File: src/rtl/muldiv_sequencer.sv
// Multi-cycle signed MULT/DIV sequencer for the HI/LO resource.
// One operand bit per cycle over magnitudes, then a single sign-fix cycle before DONE.
module muldiv_sequencer #(
    parameter int WIDTH = 32
) (
    input  logic             clock,
    input  logic             reset,
    input  logic             start,
    input  logic             op,
    input  logic [WIDTH-1:0] a_in,
    input  logic [WIDTH-1:0] b_in,
    output logic             busy,
    output logic             done,
    output logic             div_zero,
    output logic [WIDTH-1:0] hi_out,
    output logic [WIDTH-1:0] lo_out
);

    localparam int CW = $clog2(WIDTH);
    localparam logic [CW-1:0] LAST = CW'(WIDTH - 1);

    typedef enum logic [2:0] {
        S_IDLE,
        S_MULT,
        S_DIV,
        S_FIX,
        S_DONE
    } state_t;

    state_t r_state;
    state_t w_nextState;

    logic               r_op;
    logic               r_negA;
    logic               r_negB;
    logic               r_divZero;
    logic [WIDTH-1:0]   r_magA;
    logic [WIDTH-1:0]   r_magB;
    logic [2*WIDTH-1:0] r_acc;
    logic [CW-1:0]      r_count;
    logic [WIDTH-1:0]   r_hi;
    logic [WIDTH-1:0]   r_lo;

    logic [WIDTH-1:0]   w_magA;
    logic [WIDTH-1:0]   w_magB;
    logic               w_bZero;
    logic [WIDTH:0]     w_multSum;
    logic [2*WIDTH-1:0] w_multNext;
    logic [WIDTH:0]     w_remShift;
    logic [WIDTH:0]     w_remTrial;
    logic [2*WIDTH-1:0] w_divNext;
    logic [2*WIDTH-1:0] w_product;
    logic [WIDTH-1:0]   w_quo;
    logic [WIDTH-1:0]   w_rem;
    logic [WIDTH-1:0]   w_fixHi;
    logic [WIDTH-1:0]   w_fixLo;

    // Magnitudes are unsigned, so the most negative value maps onto itself.
    assign w_magA  = a_in[WIDTH-1] ? (~a_in + 1'b1) : a_in;
    assign w_magB  = b_in[WIDTH-1] ? (~b_in + 1'b1) : b_in;
    assign w_bZero = (b_in == '0);

    // Shift-add step: the carry out of the add lands in the top bit after the shift.
    assign w_multSum  = {1'b0, r_acc[2*WIDTH-1:WIDTH]} + {1'b0, r_magA};
    assign w_multNext = r_magB[r_count]
                        ? {w_multSum, r_acc[WIDTH-1:1]}
                        : {1'b0, r_acc[2*WIDTH-1:1]};

    // Restoring step: dividend bits are fed MSB first from the latched magnitude.
    assign w_remShift = {r_acc[2*WIDTH-1:WIDTH], r_magA[LAST - r_count]};
    assign w_remTrial = w_remShift - {1'b0, r_magB};
    assign w_divNext  = w_remTrial[WIDTH]
                        ? {w_remShift[WIDTH-1:0], r_acc[WIDTH-2:0], 1'b0}
                        : {w_remTrial[WIDTH-1:0], r_acc[WIDTH-2:0], 1'b1};

    assign w_product = (r_negA ^ r_negB) ? (~r_acc + 1'b1) : r_acc;
    assign w_quo     = r_acc[WIDTH-1:0];
    assign w_rem     = r_acc[2*WIDTH-1:WIDTH];

    always_comb begin
        w_fixHi = w_product[2*WIDTH-1:WIDTH];
        w_fixLo = w_product[WIDTH-1:0];
        if (r_op) begin
            w_fixLo = (r_negA ^ r_negB) ? (~w_quo + 1'b1) : w_quo;
            w_fixHi = r_negA ? (~w_rem + 1'b1) : w_rem;
        end
    end

    always_comb begin
        w_nextState = r_state;
        case (r_state)
            S_IDLE: begin
                if (start) begin
                    if (!op)
                        w_nextState = S_MULT;
                    else if (w_bZero)
                        w_nextState = S_DONE;
                    else
                        w_nextState = S_DIV;
                end
            end
            S_MULT:  if (r_count == LAST) w_nextState = S_FIX;
            S_DIV:   if (r_count == LAST) w_nextState = S_FIX;
            S_FIX:   w_nextState = S_DONE;
            S_DONE:  w_nextState = S_IDLE;
            default: w_nextState = S_IDLE;
        endcase
    end

    always_ff @(posedge clock) begin
        if (reset) begin
            r_state   <= S_IDLE;
            r_op      <= 1'b0;
            r_negA    <= 1'b0;
            r_negB    <= 1'b0;
            r_divZero <= 1'b0;
            r_magA    <= '0;
            r_magB    <= '0;
            r_acc     <= '0;
            r_count   <= '0;
            r_hi      <= '0;
            r_lo      <= '0;
        end else begin
            r_state   <= w_nextState;
            r_divZero <= (r_state == S_IDLE) && start && op && w_bZero;
            case (r_state)
                S_IDLE: begin
                    if (start) begin
                        r_op    <= op;
                        r_negA  <= a_in[WIDTH-1];
                        r_negB  <= b_in[WIDTH-1];
                        r_magA  <= w_magA;
                        r_magB  <= w_magB;
                        r_acc   <= '0;
                        r_count <= '0;
                    end
                end
                S_MULT: begin
                    r_acc   <= w_multNext;
                    r_count <= r_count + 1'b1;
                end
                S_DIV: begin
                    r_acc   <= w_divNext;
                    r_count <= r_count + 1'b1;
                end
                S_FIX: begin
                    r_hi <= w_fixHi;
                    r_lo <= w_fixLo;
                end
                default: ;
            endcase
        end
    end

    assign busy     = (r_state != S_IDLE);
    assign done     = (r_state == S_DONE);
    assign div_zero = r_divZero;
    assign hi_out   = r_hi;
    assign lo_out   = r_lo;

endmodule

File: config.mk
export PLATFORM = sky130hd
export DESIGN_NAME = muldiv_sequencer
export DESIGN_NICKNAME = d
export VERILOG_FILES = /design/src/rtl/muldiv_sequencer.sv
export SDC_FILE = /design/constraint.sdc
export NUM_CORES = 1
export LEC_CHECK = 0
export CAP_MARGIN = 20
export CELL_PAD_IN_SITES_DETAIL_PLACEMENT = 0
export CELL_PAD_IN_SITES_GLOBAL_PLACEMENT = 2
export CORE_AREA = 2 2 219 221
export CTS_CLUSTER_SIZE = 16
export DETAILED_ROUTE_END_ITERATION = 8
export DIE_AREA = 0 0 221 223
export PLACE_DENSITY = 0.85
export SYNTH_ARGS = -nofsm -noshare
export SYNTH_HDL_FRONTEND = slang
export SYNTH_SLANG_ARGS = --single-unit
File: constraint.sdc
create_clock -name clock -period 5 [get_ports clock]
set_clock_uncertainty 0.1 [all_clocks]
set_input_delay 1 -clock clock [delete_from_list [all_inputs] [get_ports clock]]
set_output_delay 1 -clock clock [all_outputs]
set_load 0.01 [all_outputs]
; Word-level counts from Yosys, hierarchy flattened
; Cells that the tools add are included.
[word_totals]
romBits = 0
reg_bits = 204
n_memories = 0
elab_cells = 70
input_bits = 68
latchBits = 0
mem_bits_rw = 0
output_inout_bits = 67
[classes]
order_cmp = 2
reduce_logical = 13
eq_ne = 7
n_addsub = 9
multipliers = 0
n_bitwise = 6
n_shift = 0
div_mod_pow = 0
muxes = 22
[op_table]
columns = operator, n
row1 = 64-bit two-way mux, 4
row2 = 32-bit two-way mux, 6
row3 = 64-bit case mux with 3 select lines, 1
row4 = "32-bit by 1-bit adder with 32-bit output, second input constant", 4
row5 = 32-bit inverter, 4
row6 = "64-bit by 1-bit adder with 64-bit output, second input constant", 1
row7 = 64-bit inverter, 1
row8 = 32-bit by 32-bit adder with 33-bit output, 1
row9 = 33-bit by 32-bit subtractor with 33-bit output, 1
row10 = 32-bit logical NOT, 1
row11 = "5-bit by 6-bit < comparator with 1-bit output, second input constant", 2
row12 = 3-bit two-way mux, 4
row13 = 1-bit binary-select mux with 5-bit select, 2
row14 = 5-bit case mux with 2 select lines, 1
row15 = 3-bit case mux with 3 select lines, 1
row16 = 2-bit AND reduction, 4
row17 = "3-bit by 2-bit == test with 1-bit output, second input constant", 2
row18 = 3-bit nonzero test, 2
row19 = "5-bit by 1-bit adder with 5-bit output, second input constant", 1
row20 = "5-bit == test, second input constant", 1
row21 = 5-bit two-way mux, 1
row22 = "5-bit subtractor, first input constant", 1
row23 = "3-bit by 1-bit == test with 1-bit output, second input constant", 1
row24 = "3-bit == test, second input constant", 1
row25 = other kinds (8), 11

; Depth between registers and ports, before layout
; Gate-level depths: netlist (run 1).
[depth]
depth_word = 6
mapped_depth = 19
mapped_depth_nobuf = 15

; Worst setup path after synthesis (run 1)
; No wires, ideal clock.
[synth_path]
kind = flip-flop to flip-flop
startpoint = reg r_count[0]
endpoint = reg r_acc[62]
n_path_buf = 2
arrival_time_ns = 4.902
setup_time_ns = 0.074
required_time_ns = 4.826
path_stages_with_launch = 18
slack_ns = -0.076
period_less_slack_ns = 5.076
cell_sequence = dfxtp_1 > buf_2 > buf_1 > mux4_2 > mux4_2 > mux2i_1 > ha_1 > inv_1 > fa_1 > a21o_1 > a221o_1 > and3b_1 > o21a_1 > or2_2 > o41ai_1 > mux2i_1 > nand4_1 > a31oi_1
[synth_via]
elab_chain_cells = 6
elab_cells_between_ends = 9
classes_between = add/sub (2) / mux (7)
[synth_rtl]
columns = item, line
row1 = start: declaration, 40  ; logic [CW-1:0] r_count;
row2 = start signal: assignment, 140  ; r_count <= r_count + 1'b1;
row3 = start signal: assignment, 144  ; r_count <= r_count + 1'b1;
row4 = 5-bit subtractor, 70  ; assign w_remShift = {r_acc[2*WIDTH-1:WIDTH], r_magA[LAST - r_count]};
row5 = 1-bit binary-select mux with 5-bit select, 70
row6 = 1-bit two-way mux (not written as such), 70
row7 = 33-bit by 32-bit subtractor with 33-bit output, 71  ; assign w_remTrial = w_remShift - {1'b0, r_magB};
row8 = 64-bit two-way mux, 73  ; ? {w_remShift[WIDTH-1:0], r_acc[WIDTH-2:0], 1'b0}
row9 = 64-bit case mux with 3 select lines (*), 126  ; case (r_state)
row10 = end signal: assignment, 139  ; r_acc <= w_multNext;
row11 = end signal: assignment, 143  ; r_acc <= w_divNext;
row12 = end: declaration, 39  ; logic [2*WIDTH-1:0] r_acc;
; Every way passes the cells marked *; elsewhere a longest branch is shown, timed or not. The select of a mux whose other input is x is not followed.
; A chain may end at the register's enable or synchronous reset.

; Worst setup path after layout (run 1)
[layout_path]
startpoint = reg r_count[0]
endpoint = reg r_acc[32]
; The elaborated chain is that of the path after synthesis.

==> results of run 1 <==
==> cells by family (layout without fill, tap and decap cells) <==
group	Yosys count	after routing	share of synthesized area (%)
muxes	62	62	5.804
buffers and inverters	201	286	5.340
DFF	204	204	27.54
adders and majority gates	72	72	6.176
AOI/OAI and AO/OA	570	570	26.23
and+or+nand+nor	604	604	19.52
xor gates and xnor gates	159	159	9.390
==> state kept, by name (all words and copies together) (netlist names) <==
name	cells
r_acc	64
div_zero	1
r_magA	32
r_magB	32
r_count	5
lo_out	32
r_negB	1
r_op	1
hi_out	32
r_negA	1
r_state	3
==> cells in the mapped netlist, types with 18 or more instances <==
cell type	n
a211oi_1	119
a21o_1	26
a21oi_1	123
a222oi_1	37
a31oi_1	18
clkbuf_1	113
dfxtp_1	204
ha_1	70
inv_1	60
mux2i_1	41
mux4_2	19
nand2_1	141
nand3_1	30
nor2_1	237
nor3_1	39
o21ai_0	91
o22ai_1	23
o31ai_1	24
or3_1	31
xnor2_1	59
xor2_1	100
==> metal layers <==
| metal | vias up | global-route usage [%] | share of wire, % |
|---|---|---|---|
| met4 | 0 | 5.759 | 2.8 |
| met5 | - | 0 | 0 |
| li1 | 7101 | - | - |
| met1 | 6924 | 24.30 | 43 |
| met3 | 72 | 2.265 | 3.6 |
| met2 | 322 | 35.45 | 50 |
==> tightest hold or removal path: stages, from the launching register on <==
cell and delay (ns):
dfxtp_1 0.30, nand2_1 0.05, a21oi_1 0.05
==> stage by stage <==
stage          cell area (um^2)  total power, mW
2_1_floorplan             14830            4.665
3_3_place_gp              16780            5.786
3_5_place_dp              16780            5.806
4_1_cts                   17570            7.584
5_1_grt                   17620            8.037
6_report                  17620            7.538
==> power by group <==
group / switching [mW] / leakage, nW / internal (mW) / total, mW
registers: 0.251 / 1.66 / 1.82 / 2.07
clock network: 0.707 / 0.388 / 1.03 / 1.74
logic: 2.18 / 4.45 / 1.56 / 3.73
total: 3.13 / 6.50 / 4.40 / 7.54
==> repair_timing <==
| action | 4_1_cts | 5_1_grt |
|---|---|---|
| resized for setup | 1 | 4 |
| cloned | 0 | 0 |
| pin swaps | 0 | 1 |
| setup endpoints to repair | 1 | 14 |
| endpoints found under the hold margin | 0 | 0 |
==> how the worst max path moves through the flow <==
stage / startpoint / to / slack (ns)
global placement: r_count[0] / r_acc[62] / -0.0009
floorplan: r_count[0] / r_acc[62] / 0.11
detailed placement: r_count[0] / r_acc[62] / 0.02
finish: r_count[0] / r_acc[32] / 0.18
CTS: r_count[0] / r_acc[62] / 0.04
global route: r_count[0] / r_acc[32] / -0.02
==> cell type report <==
| class | count | area [um^2] |
|---|---|---|
| clock inverter | 8 | 68.82 |
| timing repair buffer | 180 | 1740 |
| clock buffer | 37 | 710.7 |
| sequential | 204 | 4084 |
| inverter | 61 | 229.0 |
| multi-input combinational | 1467 | 10020 |
| tap | 615 | 769.5 |
| fill | 4909 | 29530 |
==> impl_metrics.json, run 1 <==
{
  "status": "complete, no violations",
  "post-synth-top-area-cell": "dfxtp_1",
  "die_w_um": 221,
  "min_period_ns": 4.825,
  "drt-wirelength-per-cell_um": 19.39,
  "drive_gt1_share_pct": 7.307,
  "io_buffers": 134,
  "insertion_delay_ns": 0.54,
  "hold_slack_ns": 0.3488,
  "core_area_um2": 47150,
  "crit_cells": 17,
  "fin_util_pct": 37.37,
  "layout_setup_ws_ns": 0.1754,
  "async_reset_ff_share_pct": 0,
  "fin_setup_tns_ns": 0,
  "r2r-end": "r_acc[32]",
  "final_cells": 2572,
  "synth-edff-count": 0,
  "grt_first_pass_wirelength_um": 77980,
  "reg2regPathDepth": 17,
  "yosysUniqueCellTypes": 87,
  "crit_family": "multiplexers",
  "syn-num-nets": 2012,
  "synth_seq_area_share_pct": 27.54,
  "cts_setup_buffers": 0,
  "start_util_pct": 31.46,
  "crit_path_end_kind": "flip-flop",
  "cp_max_fo": 35,
  "avgSynthCellArea_um2": 7.922,
  "fp-row-count": 80,
  "nets": 2079,
  "antenna_left": 0,
  "p_per_area_nw_per_um2": 427.8,
  "via_per_inst": 5.606,
  "track_usage_pct": 19.58,
  "hp-start": "hi_out[31]",
  "setup_viol": 0,
  "cts.clk_slew.worst_paths_ns": 0.06,
  "tritoncts": "built",
  "cp_slowest_cell": "mux4_2",
  "cp_data_arrival_time_ns": 5.17,
  "syn_area_um2": 14830,
  "hold_class": "flip-flop to flip-flop",
  "final_cell_mix": "nor2_1 (237), dfxtp_1 (204), nand2_1 (141)",
  "clk_path_buf_depth": 3,
  "worstMarginPinSlew_ns": 0.9372,
  "place_congestion": 0.9329,
  "timing.critical_path.buf_inv": 3,
  "cp_data_required_time_ns": 5.35,
  "place_inst": 2525,
  "firstDrtPassIters": 7,
  "drv_cap": 0,
  "cts_root_buf": "clkbuf_16",
  "dp_hpwl_um": 38410,
  "dieHeight_um": 223,
  "path_cells": "buf_12, mux4_2, mux4_2, mux2i_4, ha_1, inv_1, fa_1, a21o_1, a221o_1, and3b_1, o21a_1, nor3_1, o21ai_1, nand3_2, buf_12, mux2_2, o22ai_1",
  "ctsHtreeMaxLevel": 1,
  "max-vdd-ir-drop_v": 0.0003079,
  "hold_end": "hi_out[31]",
  "synthToLayoutAreaGrowth_pct": 18.81,
  "drt_wl_total_um": 49870,
  "grt_pass1_vias": 13890,
  "ys_seq_elements": 204,
  "cts_hold_buf": 0,
  "synthFlopType": "dfxtp_1",
  "antennaDiodeCount": 0,
  "relSlewSlack_pct": 37.37,
  "power.leakage_nw": 6.499,
  "synth.area.top_cells": "dfxtp_1 (28%), a211oi_1 (6.0%), nor2_1 (6.0%), ha_1 (5.9%), xor2_1 (5.9%)",
  "cts_inserted_buffers": 25,
  "grt_overflow_total": 0,
  "hold_violations": 0,
  "route.detailed.drc": 0,
  "fin_crit_sh_pct": 96.49,
  "reg2reg_from": "r_count[0]",
  "grt_antenna_before_repair": 2,
  "path_class": "flip-flop to flip-flop",
  "grt_max_degree": 85,
  "worstSetupStartpointType": "flip-flop",
  "drv_slew": 0,
  "syn_inst": 1872,
  "clock-sinks": 204,
  "max_stage_delay_ns": 0.53,
  "whs_path_depth": 2,
  "num_vias": 14420,
  "die-area_um2": 49280,
  "mostFrequentLayoutCell": "nor2_1",
  "fmax_mhz": 207.3,
  "drt_iter0_markers": 1007,
  "ys_warn_count": 0,
  "pre_cts_ws_ns": 0.01529,
  "regToRegSetupSlack_ns": 0.18,
  "ioPinCount": 135,
  "synth_top_cell_area_share_pct": 27.54
}
Note: power is estimated with default switching activity, not from simulation.
==> run 2, diff against run 1 <==
==> config.mk (replaced) <==
export PLATFORM = sky130hd
export DESIGN_NAME = muldiv_sequencer
export DESIGN_NICKNAME = d
export VERILOG_FILES = /design/src/rtl/muldiv_sequencer.sv
export SDC_FILE = /design/constraint.sdc
export NUM_CORES = 1
export LEC_CHECK = 0
export ABC_AREA = 1
export CAP_MARGIN = 20
export CELL_PAD_IN_SITES_DETAIL_PLACEMENT = 0
export CELL_PAD_IN_SITES_GLOBAL_PLACEMENT = 2
export CORE_AREA = 2 2 256 258
export CTS_CLUSTER_SIZE = 16
export DETAILED_ROUTE_END_ITERATION = 8
export DIE_AREA = 0 0 258 260
export PLACE_DENSITY = 0.86
export SYNTH_ARGS = -nofsm -noshare
export SYNTH_HDL_FRONTEND = slang
export SYNTH_SLANG_ARGS = --single-unit
==> impl_metrics.json, run 2 <==
{
  "async_reset_ff_share_pct": 0,
  "hold_end": "r_magB[31]",
  "fin_util_pct": 33.18,
  "dieHeight_um": 260,
  "tritoncts": "built",
  "worstMarginPinSlew_ns": 0.9970,
  "syn-num-nets": 3358,
  "grt_max_degree": 96,
  "cts_root_buf": "clkbuf_16",
  "final_cell_mix": "nand2_1 (887), inv_1 (468), nor2_1 (363)",
  "cp_slowest_cell": "dfxtp_1",
  "cp_max_fo": 33,
  "track_usage_pct": 22.25,
  "start_util_pct": 28.77,
  "core_area_um2": 64120,
  "nets": 3426,
  "synth_top_cell_area_share_pct": 22.14,
  "cts_resized": 0,
  "regToRegSetupSlack_ns": 0.91,
  "grt_pass1_vias": 18980,
  "crit_path_end_kind": "flip-flop",
  "mostFrequentLayoutCell": "nand2_1",
  "syn_inst": 3218,
  "status": "complete, no violations",
  "fmax_mhz": 244.2,
  "cts_inserted_buffers": 24,
  "power.leakage_nw": 10.29,
  "place_congestion": 0.9411,
  "largest_reg_flops": 64,
  "synth-edff-count": 0,
  "fin_crit_sh_pct": 81.90,
  "ys_warn_count": 0,
  "clk_path_buf_depth": 3,
  "drt-wirelength-per-cell_um": 18.31,
  "ioPinCount": 135,
  "rsz0062_at_grt": "false",
  "relSlewSlack_pct": 33.46,
  "setup_viol": 0,
  "syn_area_um2": 18450,
  "synthToLayoutAreaGrowth_pct": 15.31,
  "synth_seq_area_share_pct": 22.14,
  "grt_antenna_before_repair": 1,
  "min_period_ns": 4.095,
  "crit_family": "simple AND/OR/NAND/NOR gates",
  "cp_data_required_time_ns": 5.35,
  "cp_data_arrival_time_ns": 4.45,
  "antennaDiodeCount": 0,
  "die_w_um": 258,
  "grt_first_pass_wirelength_um": 115600,
  "drt_wl_total_um": 76150,
  "ctsHtreeMaxLevel": 1,
  "grt_overflow_total": 0,
  "drv_cap": 0,
  "dp_hpwl_um": 60220,
  "post-synth-top-area-cell": "dfxtp_1",
  "avgSynthCellArea_um2": 5.733,
  "max-vdd-ir-drop_v": 0.0002596,
  "max_stage_delay_ns": 0.73,
  "r2r-end": "r_acc[62]",
  "num_vias": 20430,
  "yosysMostFrequentCell": "nand2_1",
  "drt_iter0_markers": 1614,
  "fp-row-count": 93,
  "top_register": "r_acc",
  "via_per_inst": 4.913,
  "hp-start": "r_magB[31]",
  "die-area_um2": 67080,
  "clock-sinks": 204,
  "insertion_delay_ns": 0.57,
  "fin_setup_tns_ns": 0,
  "crit_top_cell": "nand2_1",
  "cts.clk_slew.worst_paths_ns": 0.06,
  "path_class": "flip-flop to flip-flop",
  "antenna_left": 0,
  "hold_class": "flip-flop to flip-flop",
  "hold_violations": 0,
  "reg2reg_from": "r_count[0]",
  "fillers": 7306,
  "drive_gt1_share_pct": 3.965,
  "cts_setup_buffers": 0,
  "p_per_area_nw_per_um2": 584.0,
  "worstSetupStartpointType": "flip-flop",
  "whs_path_depth": 2,
  "drv_slew": 0,
  "reg2regPathDepth": 25,
  "timing.critical_path.buf_inv": 3,
  "route.detailed.drc": 0,
  "cts_hold_buf": 0,
  "synthFlopType": "dfxtp_1",
  "firstDrtPassIters": 5,
  "synth.area.top_cells": "dfxtp_1 (22%), nand2_1 (18%), inv_1 (9.6%), nor2_1 (7.4%), nand3_1 (7.3%)",
  "yosysUniqueCellTypes": 54,
  "ys_seq_elements": 204,
  "synth_common_cells": "nand2_1 (887), inv_1 (470), nor2_1 (363)",
  "io_buffers": 134
}
==> run 2: cell types whose count changed in the layout (fill, tap and decap cells not counted), moves of 105 or more <==
cell | previous run | this run
nor2_1 | 237 | 363
a211oi_1 | 119 | 1
inv_1 | 60 | 468
a21oi_1 | 123 | 266
nand3_1 | 29 | 269
nand2_1 | 141 | 887
o21ai_0 | 90 | 195
==> run 2: worst max-delay path by stage <==
| stage | startpoint | endpoint | slack, ns | cells past startpoint |
|---|---|---|---|---|
| 6_report | r_count[0] | r_acc[62] | 0.91 | 25 |
| 2_1_floorplan | r_count[0] | r_acc[62] | 1.82 | 28 |
| 3_5_place_dp | r_count[0] | r_acc[62] | 0.92 | 25 |
| 4_1_cts | r_count[0] | r_acc[62] | 0.91 | 25 |
| 3_3_place_gp | r_count[0] | r_acc[59] | 1.02 | 25 |
| 5_1_grt | r_count[0] | r_acc[51] | 0.36 | 25 |
==> run 2: layer usage <==
layer	global-route usage [%]	vias up	routed length, um	part of all wire [%]
met5	0	-	0	0
met4	7.113	0	2434	3.2
met3	1.725	87	3885	5.1
met2	34.46	560	32250	42
met1	32.50	9313	37580	49
li1	-	10470	-	-
==> run 2: area by class of cell <==
class                   count  area [um^2]  area share [%]
inverters                 481         1808           8.499
flip-flops and latches    204         4084           19.20
clock buffers              33        684.4           3.217
well taps                 855         1070           5.029
multi-input cells        2419        12000           56.41
repair buffers            156         1521           7.152
clock inverters            11        106.4          0.4999
==> run 2: cells by family (layout without fill, tap and decap cells) <==
family                   count (synthesis)  in the layout  synth area share [%]
AO/OA/AOI/OAI                          582            582                 17.17
XOR/XNOR                               103            103                 4.890
adder cells (fa/ha/maj)                 72             72                 4.964
buffers and inverters                  595            681                 12.86
flip-flops                             204            204                 22.14
AND/OR/NAND/NOR                       1662           1662                 37.99
==> run 2: worst reg2reg max path, delay by kind of cell, from the launching register on <==
kind                     cells  cell delay [ns]
adder cells (fa/ha/maj)      2             0.63
buffers and inverters        3             0.41
AND/OR/NAND/NOR             19             2.03
flip-flops                   1             0.73
AO/OA/AOI/OAI                1             0.09
==> run 2: through the flow <==
stage / hold WS (ns) / cell area, um^2 / setup slack (ns) / cells / power (mW)
after floorplan: 0.3443 / 18450 / 1.817 / 3218 / 7.989
after global placement: 0.3646 / 20450 / 1.022 / 4114 / 10.53
after detailed placement: 0.3723 / 20450 / 0.9158 / 4114 / 10.49
after CTS: 0.3816 / 21250 / 0.9086 / 4158 / 12.33
after global routing: 0.4298 / 21270 / 0.3626 / 4159 / 13.44
final: 0.3846 / 21270 / 0.9051 / 4159 / 12.42
==> run 2: power by group <==
| part | internal (mW) | switching, mW | leakage, nW | total [mW] |
|---|---|---|---|---|
| combinational | 2.48 | 5.56 | 8.24 | 8.04 |
| clock | 1.02 | 0.776 | 0.382 | 1.79 |
| sequential | 1.96 | 0.630 | 1.67 | 2.59 |
| total | 5.46 | 6.96 | 10.3 | 12.4 |
